===== src/rtl/pe_conv_mac_accum_conv1_pkg.sv =====
`default_nettype none
// ============================================================================
// conv1_mac_pkg : widths and index helpers shared by the conv1 MAC slice
// Rev 1.0
// ============================================================================
package conv1_mac_pkg;

    function automatic int calc_acc_w(input int dw, input int ww, input int k, input int ip);
        return dw + ww + $clog2(k * k * ip) + 1;
    endfunction

    function automatic int calc_k2(input int k);
        return k * k;
    endfunction

    // Sign-extend the low w bits of v to 64 bits
    function automatic logic [63:0] sext64(input logic [63:0] v, input int w);
        logic [63:0] sh;
        sh = v << (64 - w);
        return $unsigned($signed(sh) >>> (64 - w));
    endfunction

    function automatic int weight_lsb(input int o, input int i, input int ip, input int ww);
        return (o * ip + i) * ww;
    endfunction

    function automatic int dout_lsb(input int o, input int accw);
        return o * accw;
    endfunction

endpackage
`default_nettype wire


===== src/rtl/pe_conv_mac_accum_conv1_lane.sv =====
`default_nettype none
// ============================================================================
// pe_conv_mac_lane : one output channel - lane MAC, accumulator, result reg
// Rev 1.0
// ============================================================================
module pe_conv_mac_lane
    import conv1_mac_pkg::*;
#(
    parameter int DW    = 8,
    parameter int WW    = 8,
    parameter int BW    = 16,
    parameter int IP    = 1,
    parameter int ACC_W = 21
) (
    input  logic                 clk,
    input  logic                 rst,
    input  logic                 clr,
    input  logic                 beat_i,
    input  logic                 last_i,
    input  logic                 s2_valid_i,
    input  logic                 s2_last_i,
    input  logic                 load_i,
    input  logic [DW*IP-1:0]     data_i,
    input  logic [WW*IP-1:0]     weight_i,
    input  logic [BW-1:0]        bias_i,
    output logic [ACC_W-1:0]     result_o
);
    localparam int PW = DW + WW;

    logic signed [PW-1:0] prod_raw;
    logic [63:0]          prod_ext;
    logic [63:0]          bias_ext;
    logic [ACC_W-1:0]     sum_d;
    logic [ACC_W-1:0]     acc_d;
    logic [ACC_W-1:0]     result_d;
    logic [ACC_W-1:0]     prod_q;
    logic [ACC_W-1:0]     acc_q;
    logic [ACC_W-1:0]     result_q;
    logic [BW-1:0]        bias_q;

    always_comb begin
        sum_d    = '0;
        prod_raw = '0;
        prod_ext = '0;
        for (int i = 0; i < IP; i++) begin
            prod_raw = $signed(data_i[i*DW +: DW]) * $signed(weight_i[i*WW +: WW]);
            prod_ext = sext64({{(64-PW){1'b0}}, prod_raw}, PW);
            sum_d    = sum_d + prod_ext[ACC_W-1:0];
        end
    end

    always_comb begin
        bias_ext = sext64({{(64-BW){1'b0}}, bias_q}, BW);
        acc_d    = acc_q;
        if (clr) begin
            acc_d = '0;
        end else if (s2_valid_i) begin
            acc_d = s2_last_i ? '0 : acc_q + prod_q;
        end
        result_d = acc_q + prod_q + bias_ext[ACC_W-1:0];
    end

    always_ff @(posedge clk or negedge rst) begin
        if (!rst) begin
            prod_q   <= '0;
            bias_q   <= '0;
            acc_q    <= '0;
            result_q <= '0;
        end else begin
            if (beat_i) begin
                prod_q <= sum_d;
            end
            if (beat_i && last_i) begin
                bias_q <= bias_i;
            end
            acc_q <= acc_d;
            if (load_i) begin
                result_q <= result_d;
            end
        end
    end

    assign result_o = result_q;

endmodule
`default_nettype wire


===== src/rtl/pe_conv_mac_accum_conv1.sv =====
`default_nettype none
// ============================================================================
// pe_conv_mac_accum_conv1 : conv1 window MAC with bias and valid/ready output
// Rev 1.0
// ============================================================================
module pe_conv_mac_accum_conv1
    import conv1_mac_pkg::*;
#(
    parameter int pDATA_WIDTH      = 8,
    parameter int pWEIGHT_WIDTH    = 8,
    parameter int pBIAS_WIDTH      = 16,
    parameter int pKERNEL_SIZE     = 3,
    parameter int pINPUT_PARALLEL  = 1,
    parameter int pOUTPUT_PARALLEL = 4,
    localparam int ACC_W = calc_acc_w(pDATA_WIDTH, pWEIGHT_WIDTH, pKERNEL_SIZE, pINPUT_PARALLEL)
) (
    input  logic                                                 clk,
    input  logic                                                 rst,
    input  logic                                                 clr,
    input  logic                                                 valid_in,
    input  logic [pDATA_WIDTH*pINPUT_PARALLEL-1:0]               data_in,
    input  logic [pWEIGHT_WIDTH*pINPUT_PARALLEL*pOUTPUT_PARALLEL-1:0] weight_in,
    input  logic [pBIAS_WIDTH*pOUTPUT_PARALLEL-1:0]              bias_in,
    output logic [ACC_W*pOUTPUT_PARALLEL-1:0]                    data_out,
    output logic                                                 valid_out,
    input  logic                                                 ready_out,
    output logic                                                 overflow
);
    localparam int K2    = calc_k2(pKERNEL_SIZE);
    localparam int CNT_W = $clog2(K2 + 1);

    logic [CNT_W-1:0] cnt_q;
    logic             s1_valid_q;
    logic             s1_last_q;
    logic             valid_out_q;
    logic             overflow_q;

    logic beat;
    logic last;
    logic s2_valid;
    logic load;
    logic load_ok;

    // clr kills both the incoming beat and the product already in stage 1
    assign beat     = valid_in & ~clr;
    assign last     = (cnt_q == CNT_W'(K2 - 1));
    assign s2_valid = s1_valid_q & ~clr;
    assign load     = s2_valid & s1_last_q;
    assign load_ok  = load & (~valid_out_q | ready_out);

    always_ff @(posedge clk or negedge rst) begin
        if (!rst) begin
            cnt_q       <= '0;
            s1_valid_q  <= 1'b0;
            s1_last_q   <= 1'b0;
            valid_out_q <= 1'b0;
            overflow_q  <= 1'b0;
        end else begin
            if (clr) begin
                cnt_q <= '0;
            end else if (valid_in) begin
                cnt_q <= last ? '0 : cnt_q + CNT_W'(1);
            end
            s1_valid_q <= beat;
            s1_last_q  <= beat & last;
            if (load_ok) begin
                valid_out_q <= 1'b1;
            end else if (ready_out) begin
                valid_out_q <= 1'b0;
            end
            if (load && !load_ok) begin
                overflow_q <= 1'b1;
            end
        end
    end

    assign valid_out = valid_out_q;
    assign overflow  = overflow_q;

    for (genvar o = 0; o < pOUTPUT_PARALLEL; o++) begin : g_lane
        pe_conv_mac_lane #(
            .DW    (pDATA_WIDTH),
            .WW    (pWEIGHT_WIDTH),
            .BW    (pBIAS_WIDTH),
            .IP    (pINPUT_PARALLEL),
            .ACC_W (ACC_W)
        ) u_lane (
            .clk        (clk),
            .rst        (rst),
            .clr        (clr),
            .beat_i     (beat),
            .last_i     (last),
            .s2_valid_i (s2_valid),
            .s2_last_i  (s1_last_q),
            .load_i     (load_ok),
            .data_i     (data_in),
            .weight_i   (weight_in[weight_lsb(o, 0, pINPUT_PARALLEL, pWEIGHT_WIDTH) +: pWEIGHT_WIDTH*pINPUT_PARALLEL]),
            .bias_i     (bias_in[o*pBIAS_WIDTH +: pBIAS_WIDTH]),
            .result_o   (data_out[dout_lsb(o, ACC_W) +: ACC_W])
        );
    end

endmodule
`default_nettype wire

===== config.mk =====
export PLATFORM = sky130hd
export DESIGN_NAME = pe_conv_mac_accum_conv1
export DESIGN_NICKNAME = d
export VERILOG_FILES = /design/src/rtl/pe_conv_mac_accum_conv1_pkg.sv /design/src/rtl/pe_conv_mac_accum_conv1_lane.sv /design/src/rtl/pe_conv_mac_accum_conv1.sv
export SDC_FILE = /design/constraint.sdc
export NUM_CORES = 1
export LEC_CHECK = 0
export CAP_MARGIN = 20
export CORE_UTILIZATION = 55
export CTS_BUF_LIST = sky130_fd_sc_hd__clkbuf_8
export DETAILED_ROUTE_END_ITERATION = 8
export PLACE_DENSITY = 0.82
export SETUP_SLACK_MARGIN = 0.4
export SLEW_MARGIN = 0
export SYNTH_ARGS = -nofsm -noshare
export SYNTH_HDL_FRONTEND = slang
export SYNTH_HIERARCHICAL = 1
export SYNTH_SLANG_ARGS = --single-unit

===== constraint.sdc =====
create_clock -name clk -period 5 [get_ports clk]
set_input_delay 1.25 -clock clk [delete_from_list [all_inputs] [get_ports clk]]
set_output_delay 1.25 -clock clk [all_outputs]
set_load 0.02 [all_outputs]

Word level (Yosys, flattened, before mapping)

Cells that the tools add are included.
Widths: inputs -> output; s select.

Word-level logic and storage cells: 66
Input port bits: 109
Bits in registers: 304
Output and inout bits: 86

Equality and inequality tests: 1
Reductions and logical operators: 6
Multiply operators: 4
Muxes and demuxes: 17
Add/subtract/negate cells: 9
Bitwise gates (word level): 8

Operators with widths:

| cell                | number |
|---|---|
| $mux 21             | 12 |
| $add 21x21->21      | 8 |
| $mul 8x8->16        | 4 |
| $mux 4              | 3 |
| $reduce_bool 2->1   | 3 |
| $and 1x1->1         | 5 |
| $add 4x1->4 const B | 1 |
| $eq 4x4->1 const B  | 1 |
| $logic_and 1x1->1   | 2 |
| $mux 1              | 2 |
| $not 1->1           | 2 |
| $logic_not 1->1     | 1 |
| $or 1x1->1          | 1 |

Logic depth before layout (Yosys ltp)

Depth after elaboration: 6
Mapped depth: 20
Mapped depth without buffers: 20

By module

Netlist, hierarchy kept.

By module, submodules not included:

| module                              | cells each | times used | area each (sq um) | sequential area each (sq um) |
|---|---|---|---|---|
| pe_conv_mac_lane (g_lane[1].u_lane) | 746        | 1          | 7233.2            | 1851.8 |
| pe_conv_mac_lane (g_lane[3].u_lane) | 717        | 1          | 7089.3            | 1851.8 |
| pe_conv_mac_lane (g_lane[2].u_lane) | 716        | 1          | 7068.0            | 1851.8 |
| pe_conv_mac_lane (g_lane[0].u_lane) | 682        | 1          | 6917.9            | 1851.8 |
| pe_conv_mac_accum_conv1             | 38         | 1          | 384.1             | 200.2 |

Worst setup path before layout

Ideal clock, no wire load.

Path type: input -> register
Start: input data_in[3]
End: register g_lane[0].u_lane/prod_q[15] (netlist name)
Data arrival time: 5.190 ns
Setup slack: -0.315 ns
Required time: 4.875 ns
Stages on the path: 17
Path through: and2_1 > fa_1 > inv_1 > fa_1 > inv_1 > fa_1 > inv_1 > fa_1 > inv_1 > ha_1 > a21o_1 > a21o_1 > a21oi_1 > o21ai_1 > o41ai_1 > xnor2_1 > mux2_2

Word-level cells in the longest chain between the ends: 1

Ends and longest elaborated chain:

| item         | line                               | source |
|---|---|---|
| from (decl)  | pe_conv_mac_accum_conv1.sv:21      | `input logic [pDATA_WIDTH*pINPUT_PARALLEL-1:0] data_in,` |
| $mul 8x8->16 | pe_conv_mac_accum_conv1_lane.sv:46 | `prod_raw = $signed(data_i[i*DW +: DW]) * $signed(weight_i[i*WW +: WW]);` |

No other way between the ends.
A chain may end at the register's enable or synchronous reset.

Final worst setup path

Start: input data_in[4]
End: register g_lane[0].u_lane/prod_q[15] (netlist name)

Word-level cells in the longest chain between the ends: 1

Ends and longest elaborated chain:

| item         | line |
|---|---|
| $mul 8x8->16 | pe_conv_mac_accum_conv1_lane.sv:46 |

No other way between the ends.

==> metrics.csv <==
metric,value,unit
status,"finished, violations left",
violations,setup timing,
dr.pass1.iters,7,
synthToLayoutAreaGrowth,25.6,%
antenna_left,0,
p_leak,17.8,nW
via_count,23378,
finalHoldViolCount,0,
core_area,51400,sq um
max_cap_violations,0,
ys_top_cells_by_area,"dfrtp_1, fa_1, ha_1",
viasPerCell,5.70,
gp_congestion,0.911,
cts_inserted_buffers,55,
nNetsFinal,3987,
timing.setup.critical_path_class,input pin to register,
ios,195,
synth.distinct_cells,97,
final_util,70.1,%
initial_core_util,55.8,%
grtUsageMet3,3.83,%
die_w,230,um
yosysSeqAreaShare,26.5,%
die_h,230,um
regToRegStartpoint,g_lane[0].u_lane/acc_q[1],
critPathLaunch,data_in[4],
critPathMaxFanout,7,
setup_violations,1,
worst_pin_slew,896,ps
worstPathArrival,5580,ps
endpoint_kind,register,
die-area,53100,sq um
synth.top_cells.by_count,"inv_1, dfrtp_1, ha_1",
use_met1,32.8,%
slew_headroom,40.3,%
max-clock-path-buffers,3,
clkLatencyLatePin,630,ps
synth_cells,2899,
crit_top_cell,fa_1,
regToRegSetupSlack,530,ps
cts_hold_buf,0,
post-route-min-period,5070,ps
clk_pin_slew,60,ps
grt_pass1_wl,122000,um
ir_drop,301,uV
grt_max_degree,104,
worst_setup_path_start_kind,input pin,
clockRootBuffer,clkbuf_8,
power.total,16.7,mW
drive_gt1_share,23.9,%
fin_skew,22.2,ps
fin_crit_sh,101,%
grt_pass1_vias,25144,
tritoncts,built,
path_cells,buf_8 -> buf_12 -> buf_12 -> and2_4 -> fa_1 -> inv_2 -> fa_1 -> inv_2 -> fa_1 -> inv_1 -> fa_1 -> inv_2 -> ha_4 -> a21o_1 -> a21o_1 -> a21oi_2 -> o21ai_2 -> o41ai_2 -> xnor2_1 -> mux2_4,
place_ws,-1010,ps
ys_async_sr_fraction,100,%
syn_area_per_cell,9.90,sq um
ys.warnings.count,6,
dp_hpwl,55100,um
cpMaxStageDelayCell,fa_1,
synth_top_cell_area_share,26.5,%
synth_nets,3514,
routed_wl,74700,um
slowest_delay,560,ps
p_per_area,464,nW/um^2
num-fill-cells,3627,
row_count,83,
crit_required,5520,ps
synth_edf_count,0,
antenna_found_initial,6,
hp-start,overflow,
grt.total_usage,28.0,%
synth_largest_area_cell,dfrtp_1,
fmax,197,MHz
seqCellArea,7610,sq um
hp-class,register to register,
netlist_area,28700,sq um
clock_sinks,304,
final_max_slew_viol_count,0,
dr.first_iter.drc_count,1253,
rsz0062_at_grt,true,
grt-ovfl-total,0,
drcViolationCount,0,
htreeDepth,2,
use_met2,51.3,%
worst_hold_slack,480,ps
ys_seq_elements,304,
wire_per_inst,18.2,um
port_buffers,194,
setup_ws,-66.1,ps
multiInputGateArea,20500,sq um
ys.flop_type,dfrtp_1,
grt.busiest_layer,met2,
yosysMostFrequentCell,inv_1,
[cell families after synthesis]
| family | synth area share [%] |
|---|---|
| simple gates | 12.4 |
| compound gates | 14.3 |
| buf+inv | 5.88 |
| flops | 26.5 |
| mux | 6.95 |
| fa+ha+maj | 28.0 |
| xor+xnor | 5.97 |
[critical path: cells and delay by family]
kind	cells	cell delay (ps)
AO/OA/AOI/OAI	5	970
XOR/XNOR	1	120
adder cells (fa/ha/maj)	5	2290
buffers and inverters	7	550
multiplexers	1	270
AND/OR/NAND/NOR	1	130
[flip-flops by register name, indices dropped and copies added (netlist names)]
name,count
g_lane.u_lane/acc_q,84
g_lane.u_lane/prod_q,64
s1_last_q,1
overflow,1
valid_out,1
cnt_q,4
g_lane.u_lane/result_o,84
s1_valid_q,1
g_lane.u_lane/bias_q,64
[stage by stage]
step / setup TNS, ps / cell area (sq um) / instances
finish: -66.1 / 36000 / 4105
global route: -377 / 36000 / 4104
CTS: 0 / 35200 / 4070
detailed placement: -24140 / 33200 / 3929
global placement: -21420 / 33200 / 3929
floorplan: -190 / 29000 / 2899
[path summary, 6_finish.rpt]
kind	end	cells after the start
worst max-delay path	g_lane[0].u_lane/prod_q[15]	20
max in group asynchronous	g_lane[2].u_lane/acc_q[15]	2
worst min register to register	overflow	1
worst min-delay path	overflow	1
worst max register to register	g_lane[0].u_lane/result_o[19]	18
min in group asynchronous	g_lane[1].u_lane/result_o[16]	1
[layout by cell type (no fill, tap or decap), types with 44 or more instances in the layout]
master and n:
inv_2 44, a21oi_1 132, inv_1 362, a22o_1 71, clkdlybuf4s50_1 153, clkbuf_8 77, fa_1 217, dfrtp_1 304
nor2_1 104, nand2_1 168, ha_1 244, and2_1 143, xnor2_1 151, o21ai_0 85, mux2_2 155, buf_4 217
a21o_1 65
[metal layers]
layer / up-vias / wire [um]
met5: - / 0
met1: 11659 / 29500
li1: 10852 / -
met4: 0 / 2910
met3: 215 / 3230
met2: 652 / 39000
[final cells by class]
class	instances	share of cell area, %
multi-input cells	2150	56.9
flip-flops and latches	304	21.1
repair buffers	463	12.1
inverters	398	4.16
clock buffers	77	2.94
well taps	680	2.36
clock inverters	27	0.434
diodes	6	0.0417
[timing repair]
| action | in CTS | in global routing |
|---|---|---|
| setup buffers | 30 | 29 |
| endpoints found under the hold margin | 0 | 0 |
| pin swaps | 88 | 138 |
| cloned | 7 | 0 |
| endpoints found under the setup margin | 32 | 36 |
| resized for setup | 209 | 172 |
[power by group]
part,total [mW],switching (mW),internal [mW]
Sequential,3.05,0.272,2.78
Clock,2.54,1.12,1.42
Combinational,11.1,5.72,5.40
Total,16.7,7.11,9.60
(Power assumes the default switching activity.)
